<file path="src/rtl/hist_pkg.sv">
// Shared types and per-channel sizing for the HSV histogram frame controllers.
package hist_pkg;

  typedef enum logic [2:0] {
    ST_IDLE    = 3'd0,
    ST_CLEAR   = 3'd1,
    ST_ACCUM   = 3'd2,
    ST_DRAIN   = 3'd3,
    ST_READOUT = 3'd4
  } hist_state_e;

  localparam int HIST_CNT_W    = 32;
  localparam int HIST_BIN_AW_H = 9;
  localparam int HIST_BIN_AW_S = 9;
  localparam int HIST_BIN_AW_V = 8;

endpackage

</file>
<file path="src/rtl/hist_rd_stage.sv">
// Port-B read return path: delays the issue strobe by the RAM latency and holds
// the returned bin count until the downstream handshake completes.
module hist_rd_stage
  import hist_pkg::*;
#(
  parameter int CNT_W  = HIST_CNT_W,
  parameter int RD_LAT = 1
) (
  input  logic             clk_i,
  input  logic             rst_i,
  input  logic             issue_i,
  input  logic [CNT_W-1:0] rd_data_i,
  input  logic             ready_i,
  output logic             valid_o,
  output logic [CNT_W-1:0] data_o
);

  logic [RD_LAT-1:0] vld_pipe_q, vld_pipe_d;
  logic              hold_q, hold_d;
  logic [CNT_W-1:0]  data_q, data_d;
  logic              arrive;

  always_comb begin
    vld_pipe_d = (vld_pipe_q << 1) | RD_LAT'(issue_i);
    arrive     = vld_pipe_q[RD_LAT-1];
    // Returning data goes straight out; it is only parked when the beat stalls.
    data_d     = arrive ? rd_data_i : data_q;
    hold_d     = hold_q ? ~ready_i : (arrive & ~ready_i);
    valid_o    = arrive | hold_q;
    data_o     = hold_q ? data_q : (arrive ? rd_data_i : '0);
  end

  always_ff @(posedge clk_i or posedge rst_i) begin
    if (rst_i) begin
      vld_pipe_q <= '0;
      hold_q     <= 1'b0;
      data_q     <= '0;
    end else begin
      vld_pipe_q <= vld_pipe_d;
      hold_q     <= hold_d;
      data_q     <= data_d;
    end
  end

endmodule

</file>
<file path="src/rtl/histogram_frame_ctrl.sv">
// Per-channel histogram frame sequencer: clear sweep, gated accumulation,
// RMW drain, then valid/ready readout of every bin on RAM port B.
module histogram_frame_ctrl
  import hist_pkg::*;
#(
  parameter int BIN_AW  = 9,
  parameter int CNT_W   = HIST_CNT_W,
  parameter int RD_LAT  = 1,
  parameter int ACC_LAT = 2
) (
  input  logic              sys_clk_i,
  input  logic              sys_rst_i,
  input  logic              vsync_i,
  input  logic              de_i,
  output logic              acc_en_o,
  output logic [BIN_AW-1:0] ram_b_addr_o,
  output logic              ram_b_wr_en_o,
  input  logic [CNT_W-1:0]  ram_b_rd_data_i,
  output logic              bin_valid_o,
  input  logic              bin_ready_i,
  output logic [CNT_W-1:0]  bin_data_o,
  output logic [BIN_AW-1:0] bin_idx_o,
  output logic              bin_last_o,
  output logic              busy_o,
  output logic              drop_o
);

  localparam int DW = $clog2(ACC_LAT + 1);

  hist_state_e       state_q, state_d;
  logic [BIN_AW-1:0] addr_q, addr_d;
  logic [DW-1:0]     drain_q, drain_d;
  logic              vsync_q;
  logic              abort_q, abort_d;
  logic              pend_q, pend_d;
  logic              drop_q, drop_d;
  logic              rise, fall, addr_last, hs, issue;

  always_comb begin
    state_d   = state_q;
    addr_d    = addr_q;
    drain_d   = drain_q;
    abort_d   = abort_q;
    pend_d    = pend_q;
    issue     = 1'b0;
    rise      = vsync_i & ~vsync_q;
    fall      = ~vsync_i & vsync_q;
    addr_last = &addr_q;
    hs        = bin_valid_o & bin_ready_i;
    drop_d    = rise & (state_q == ST_CLEAR || state_q == ST_DRAIN || state_q == ST_READOUT);
    case (state_q)
      ST_IDLE: if (rise) begin
        state_d = ST_CLEAR;
        addr_d  = '0;
        abort_d = 1'b0;
      end
      ST_CLEAR: begin
        // An early frame end still finishes the sweep so the RAM is left clean.
        addr_d = addr_q + BIN_AW'(1);
        if (fall) abort_d = 1'b1;
        if (addr_last) state_d = (abort_q | fall) ? ST_IDLE : ST_ACCUM;
      end
      ST_ACCUM: if (fall) begin
        state_d = ST_DRAIN;
        drain_d = DW'(ACC_LAT);
      end
      ST_DRAIN: begin
        if (drain_q <= DW'(1)) begin
          state_d = ST_READOUT;
          addr_d  = '0;
          pend_d  = 1'b0;
        end else begin
          drain_d = drain_q - DW'(1);
        end
      end
      ST_READOUT: begin
        // Single outstanding read: addr_q stays put until its beat is taken.
        issue = ~pend_q;
        if (issue) pend_d = 1'b1;
        if (hs) begin
          pend_d = 1'b0;
          addr_d = addr_q + BIN_AW'(1);
          if (addr_last) state_d = ST_IDLE;
        end
      end
      default: state_d = ST_IDLE;
    endcase
  end

  always_ff @(posedge sys_clk_i or posedge sys_rst_i) begin
    if (sys_rst_i) begin
      state_q <= ST_IDLE;
      addr_q  <= '0;
      drain_q <= '0;
      vsync_q <= 1'b0;
      abort_q <= 1'b0;
      pend_q  <= 1'b0;
      drop_q  <= 1'b0;
    end else begin
      state_q <= state_d;
      addr_q  <= addr_d;
      drain_q <= drain_d;
      vsync_q <= vsync_i;
      abort_q <= abort_d;
      pend_q  <= pend_d;
      drop_q  <= drop_d;
    end
  end

  hist_rd_stage #(.CNT_W(CNT_W), .RD_LAT(RD_LAT)) u_rd (
    .clk_i     (sys_clk_i),
    .rst_i     (sys_rst_i),
    .issue_i   (issue),
    .rd_data_i (ram_b_rd_data_i),
    .ready_i   (bin_ready_i),
    .valid_o   (bin_valid_o),
    .data_o    (bin_data_o)
  );

  assign acc_en_o      = (state_q == ST_ACCUM) & de_i;
  assign ram_b_wr_en_o = (state_q == ST_CLEAR);
  assign ram_b_addr_o  = addr_q;
  assign bin_idx_o     = bin_valid_o ? addr_q : '0;
  assign bin_last_o    = bin_valid_o & addr_last;
  assign busy_o        = (state_q != ST_IDLE);
  assign drop_o        = drop_q;

endmodule
</file>
<file path="config.mk">
export PLATFORM = sky130hd
export DESIGN_NAME = histogram_frame_ctrl
export DESIGN_NICKNAME = d
export VERILOG_FILES = /design/src/rtl/hist_pkg.sv /design/src/rtl/hist_rd_stage.sv /design/src/rtl/histogram_frame_ctrl.sv
export SDC_FILE = /design/constraint.sdc
export NUM_CORES = 1
export LEC_CHECK = 0
export CAP_MARGIN = 20
export CORE_MARGIN = 4
export CORE_UTILIZATION = 40
export CTS_CLUSTER_SIZE = 14
export DETAILED_ROUTE_END_ITERATION = 6
export DONT_BUFFER_PORTS = 1
export PLACE_DENSITY = 0.58
export SKIP_CTS_REPAIR_TIMING = 1
export SLEW_MARGIN = 5
export SYNTH_ARGS = -nofsm -noshare
export SYNTH_HDL_FRONTEND = slang
export SYNTH_SLANG_ARGS = --single-unit
</file>
<file path="constraint.sdc">
create_clock -name sys_clk_i -period 2.31 [get_ports sys_clk_i]
set_input_delay 0.693 -clock sys_clk_i [delete_from_list [all_inputs] [get_ports sys_clk_i]]
set_output_delay 0.693 -clock sys_clk_i [all_outputs]
set_load 0.01 [all_outputs]
</file>
== After elaboration in Yosys (flattened, before gate mapping) ==
Index checks and enable logic that the tools add are counted.

* Bits in registers: 52
* Word-level logic and storage cells: 78
* Input bits: 37
* Output and inout bits: 56

* Equality and inequality tests: 12
* Add/subtract/negate cells: 2
* Reduce and logical (&&, ||, !) cells: 14
* Order comparisons: 1
* Muxes and demuxes: 26
* Bitwise gates (word level): 13

{| class="wikitable"
|+ Operator list
! operator !! number
|-
| two-way mux 32 bit || 2
|-
| two-way mux 9 bit || 4
|-
| one-hot mux 9 bit (4 select lines) || 1
|-
| two-way mux 3 bit || 6
|-
| one-hot mux 3 bit (5 select lines) || 1
|-
| inequality test 2 bit, second input constant || 5
|-
| adder 9 x 1 -> 9 bit, second input constant || 1
|-
| AND reduction 9 bit || 1
|-
| AND 1 bit || 7
|-
| == test 3 x 2 -> 1 bit, second input constant || 2
|-
| two-way mux 1 bit || 6
|-
| two-way mux 2 bit || 3
|-
| inequality test 2 x 1 -> 1 bit, second input constant || 3
|-
| AND reduction 3 bit || 2
|-
| AND reduction 6 bit || 1
|-
| nonzero test 2 bit || 3
|-
| inverter 1 bit || 4
|-
| one-hot mux 1 bit (2 select lines) || 2
|-
| one-hot mux 2 bit (2 select lines) || 1
|-
| AND reduction 4 bit || 1
|-
| nonzero test 4 bit || 1
|-
| == test 3 x 1 -> 1 bit, second input constant || 1
|-
| == test 3 bit, second input constant || 1
|-
| logical NOT 3 bit || 1
|-
| other kinds (6) || 8
|}

== Logic depth before layout (Yosys ltp) ==
* Depth after elaboration: 6
* Gate-level depth with buffers: 8
* Mapped depth without buffers: 8

== By module ==
A second synthesis with hierarchy kept.

* Cell total of the unflattened synthesis: 329
* Area total of the unflattened synthesis: 2,750.1 um^2

{| class="wikitable"
|+ Modules (own cells, without submodules)
! module !! instances !! sequential area each (um^2) !! cells an instance !! area each (um^2)
|-
| hist_rd_stage || 1 || 850.8 || 211 || 1,647.8
|-
| histogram_frame_ctrl || 1 || 450.4 || 118 || 1,102.3
|}

== Worst setup path before layout ==
No wires, ideal clock.

* Path type: register -> output
* From: register addr_q[0] (netlist: ram_b_addr_o[0])
* To: output port bin_last_o
* Cell stages (with the launch flop): 7
* Path slack: 52 ps
* Path buffers: 0
* Arrival: 1,565 ps
* Data required time: 1,617 ps
* Path through: dfrtp_1 > ha_1 > and3_1 > and3_1 > and3_1 > ha_1 > and2_1

* Cells in the longest elaborated chain, start to end: 2

{| class="wikitable"
|+ Ends and longest elaborated chain
! what !! line !! source
|-
| start, declared || histogram_frame_ctrl.sv:31 || <nowiki>logic [BIN_AW-1:0] addr_q, addr_d;</nowiki>
|-
| start signal, assigned || histogram_frame_ctrl.sv:101 || <nowiki>addr_q <= addr_d;</nowiki>
|-
| AND reduction 9 bit || histogram_frame_ctrl.sv:48 || <nowiki>addr_last = &addr_q;</nowiki>
|-
| AND 1 bit || histogram_frame_ctrl.sv:124 || <nowiki>assign bin_last_o = bin_valid_o & addr_last;</nowiki>
|-
| end, declared || histogram_frame_ctrl.sv:23 || <nowiki>output logic bin_last_o,</nowiki>
|}

Every way passes these cells.

== Worst setup path after layout ==
* From: register addr_q[1] (netlist: ram_b_addr_o[1])
* To: output port bin_last_o

The elaborated chain is that of the path after synthesis.

==> results.tsv <==
stage	metric	value	unit
critical_path	cell type of the slowest stage on the worst timing path	dfrtp_1	
layout	end-of-flow core utilization	47.0	%
layout	Fill cells	647	
route	remaining routing DRC violations	0	
route	met2 WL post-DR	2820	um
power	total leakage power	0.00138	uW
global_routing	pin count of the biggest net entering global routing	66	
floorplan	die width	90.0	um
critical_path	Worst EP required	1620	ps
place	post-place setup slack	69.4	ps
route	routed metal-1 wire length	2730	um
layout	area of combinational cells with multiple inputs	0.00119	mm2
timing	timing-limited maximum frequency	0.419	GHz
floorplan	Vert. Die Dim	90.0	um
critical_path	Worst Path Arrival	1690	ps
synth	post-synthesis cell type count	32	
global_routing	total global routing track utilization	15.5	%
route	number of vias in the routed layout	2245	
timing	Worst-Margin Slew	438	ps
synth	synthesized area divided by synthesized cell count	8.05	um2
global_routing	vias in the first global route	2118	
timing	final setup skew	7.20	ps
clock_network	Worst-path clk slew	100	ps
synth	share of the synthesized area in the top cell type	48.4	%
timing	unrepaired setup endpoints after global routing	yes	
critical_path	reg2reg path depth	8	
outcome	run status	finished, violations left	
route	DRT antenna net count	0	
layout	number of nets in the layout	383	
synth	net count of the mapped netlist	374	
synth	main area contributors after synthesis	dfrtp_1 48%, o21ai_0 13%, nand2_1 9.6%, inv_1 5.7%, a21oi_1 2.2%	
clock_network	maximum level of the CTS H-tree	2	
place	global placement routability congestion	0.759	
global_routing	leftover overflow at the end of global routing	0	
route	final routed wirelength across all metal layers	6090	um
route	mean routed wirelength per cell	14.5	um
route	number of detailed-routing iterations run before antenna repair	4	
critical_path	kind of start point of the critical path	flip-flop	
layout	area of all sequential standard cells	0.00130	mm2
clock_network	clock sink total	52	
layout	P&R area growth vs syn	12.2	%
floorplan	number of top-level pins	93	
critical_path	kind of cell with the highest combined delay on the critical path	simple AND/OR/NAND/NOR gates	
synth	Post-Syn Area	0.00269	mm2
critical_path	Most common cell on crit path	and3_4	
layout	diode insertion count for antenna repair	0	
power	areal power density over the cells	1170	mW/mm2
floorplan	placeable core region	0.00642	mm2
critical_path	Critical Path Stages	6	
critical_path	Reg-to-Reg Start	ram_b_addr_o[1]$_DFFE_PP0P_	
timing	post-layout minimum cycle time	2380	ps
place	post-detailed-placement half-perimeter wirelength	4260	um
synth	flops & latches, synth	52	
timing	worst relative slew slack	70.5	%
power	total chip power	3520	uW
route	uppermost layer routed	met4	
critical_path	Critical Path Sink Type	primary output	
power	IR Drop Worst-Case VDD	0.447	mV
timing	final clock period utilization by the worst path	103	%
clock_network	Max Root-Sink Buffers	2	
clock_network	clock tree from TritonCTS	done	
synth	area leader, netlist	dfrtp_1	
critical_path	Worst Path Class, Setup	reg -> out	
min_path	Hold Path Class	in -> async	
floorplan	Initial Util	41.8	%
global_routing	number of antenna violations at the first check in global routing	0	
timing	final hold viol count	0	
layout	share of cells above drive strength 1	11.6	%
critical_path	launch point of the worst path	ram_b_addr_o[1]$_DFFE_PP0P_	
layout	most frequent cells in the layout	72 x o21ai_0, 69 x nand2_1, 50 x dfrtp_1, 40 x inv_1, 19 x buf_4	
floorplan	area enclosed by the die boundary	0.00809	mm2
route	met3 routed wirelength	498	um
critical_path	maximum net fanout on the critical path	3	
synth	number of cells produced by synthesis	334	
synth	portion of the post-synthesis area used by sequential elements	48.4	%
clock_network	Skew-Pair Late Insertion Delay	300	ps
synth	Warnings, synthesis	0	
route	initial detailed-routing violation count	90	
layout	post-route insts no fill	421	
timing	Final setup violation count	1	
clock_network	Clock Root Buffer	clkbuf_8	
critical_path	critical-path cell list	ha_2 -> and3_4 -> and3_4 -> and3_4 -> ha_4 -> and2_4	
critical_path	setup slack, reg-to-reg	350	ps
outcome	violations in the final reports	setup timing	
route	Avg Vias per Cell	5.33	
global_routing	wire length of the first global-routing pass	10500	um
critical_path	longest individual stage delay on the worst path	390	ps
flow_run	number of violations of the max-capacitance limit	0	
place	placed cell count	409	
timing	max-slew violation count	0	
critical_path	crit path buf inv count	0	
floorplan	num rows	29	
clock_network	number of buffers inserted during clock tree synthesis	5	
place	input/output buffers	0	
layout	most common library cell in the layout ignoring fill and taps	o21ai_0	
timing	setup ws final	-74.7	ps
-- through the flow --
step | hold slack [ps] | instance area [um2] | setup TNS (ps)
after floorplan | 418 | 2690 | 0
after global placement | 445 | 2840 | 0
after detailed placement | 438 | 2840 | 0
after CTS | 275 | 2950 | -277
after global routing | 277 | 3020 | -147
final | 265 | 3020 | -74.7
-- layer usage --
metal	track usage, %	up-vias
li1	-	1118
met1	20.7	1040
met2	24.6	82
met3	5.26	5
met4	3.32	0
met5	0	-
-- sequential cells by signal (all words and copies together), names as in the netlist --
signal        count
u_rd.data_q      32
ram_b_addr_o      9
state_q           3
drain_q           2
abort_q           1
drop_o            1
pend_q            1
u_rd.arrive       1
u_rd.hold_q       1
vsync_q           1
-- cell usage after synthesis (all sizes together) --
cell,instances
o21ai,72
a22o,1
dfrtp,52
mux2i,2
nor2b,2
nor4,1
ha,3
nor3,2
nand4,1
inv,41
a21oi,12
nand2b,5
or3,3
nand2,69
o31ai,2
a22oi,1
or3b,1
a41oi,1
nand3,4
nor2,13
o311a,1
a21o,2
a31oi,6
xnor2,1
clkbuf,16
o22ai,2
buf,2
and3,6
and2,8
or2,1
mux4,1
-- worst paths after layout --
kind	end
worst max-delay path	bin_last_o
worst min-delay path	u_rd.data_q[4]$_DFFE_PP0P_
worst max register to register	state_q[0]$_DFFE_PP0P_
worst min register to register	u_rd.arrive$_DFF_PP0_
max in group asynchronous	u_rd.arrive$_DFF_PP0_
min in group sys_clk_i	vsync_q$_DFF_PP0_
-- kinds of logic after synthesis --
logic type                 share of synthesized area (%)
DFF                                                 48.4
xor gates and xnor gates                           0.326
and+or+nand+nor                                     19.3
buffers and inverters                               8.57
muxes                                               1.58
AOI/OAI and AO/OA                                   20.4
adders and majority gates                           1.40
-- where the power goes --
| group | switching, uW | leakage (uW) | internal (uW) |
|---|---|---|---|
| logic | 928 | 0.000685 | 497 |
| clock network | 303 | 0.0000541 | 321 |
| registers | 188 | 0.000641 | 1280 |
-- cell type report --
class	instances	share of cell area (%)
clock buffers	5	2.28
clock inverters	3	1.41
well taps	77	3.19
flip-flops and latches	52	43.2
multi-input cells	223	39.4
inverters	41	5.10
repair buffers	20	5.39
No activity file was read; power rests on OpenSTA's default activity.
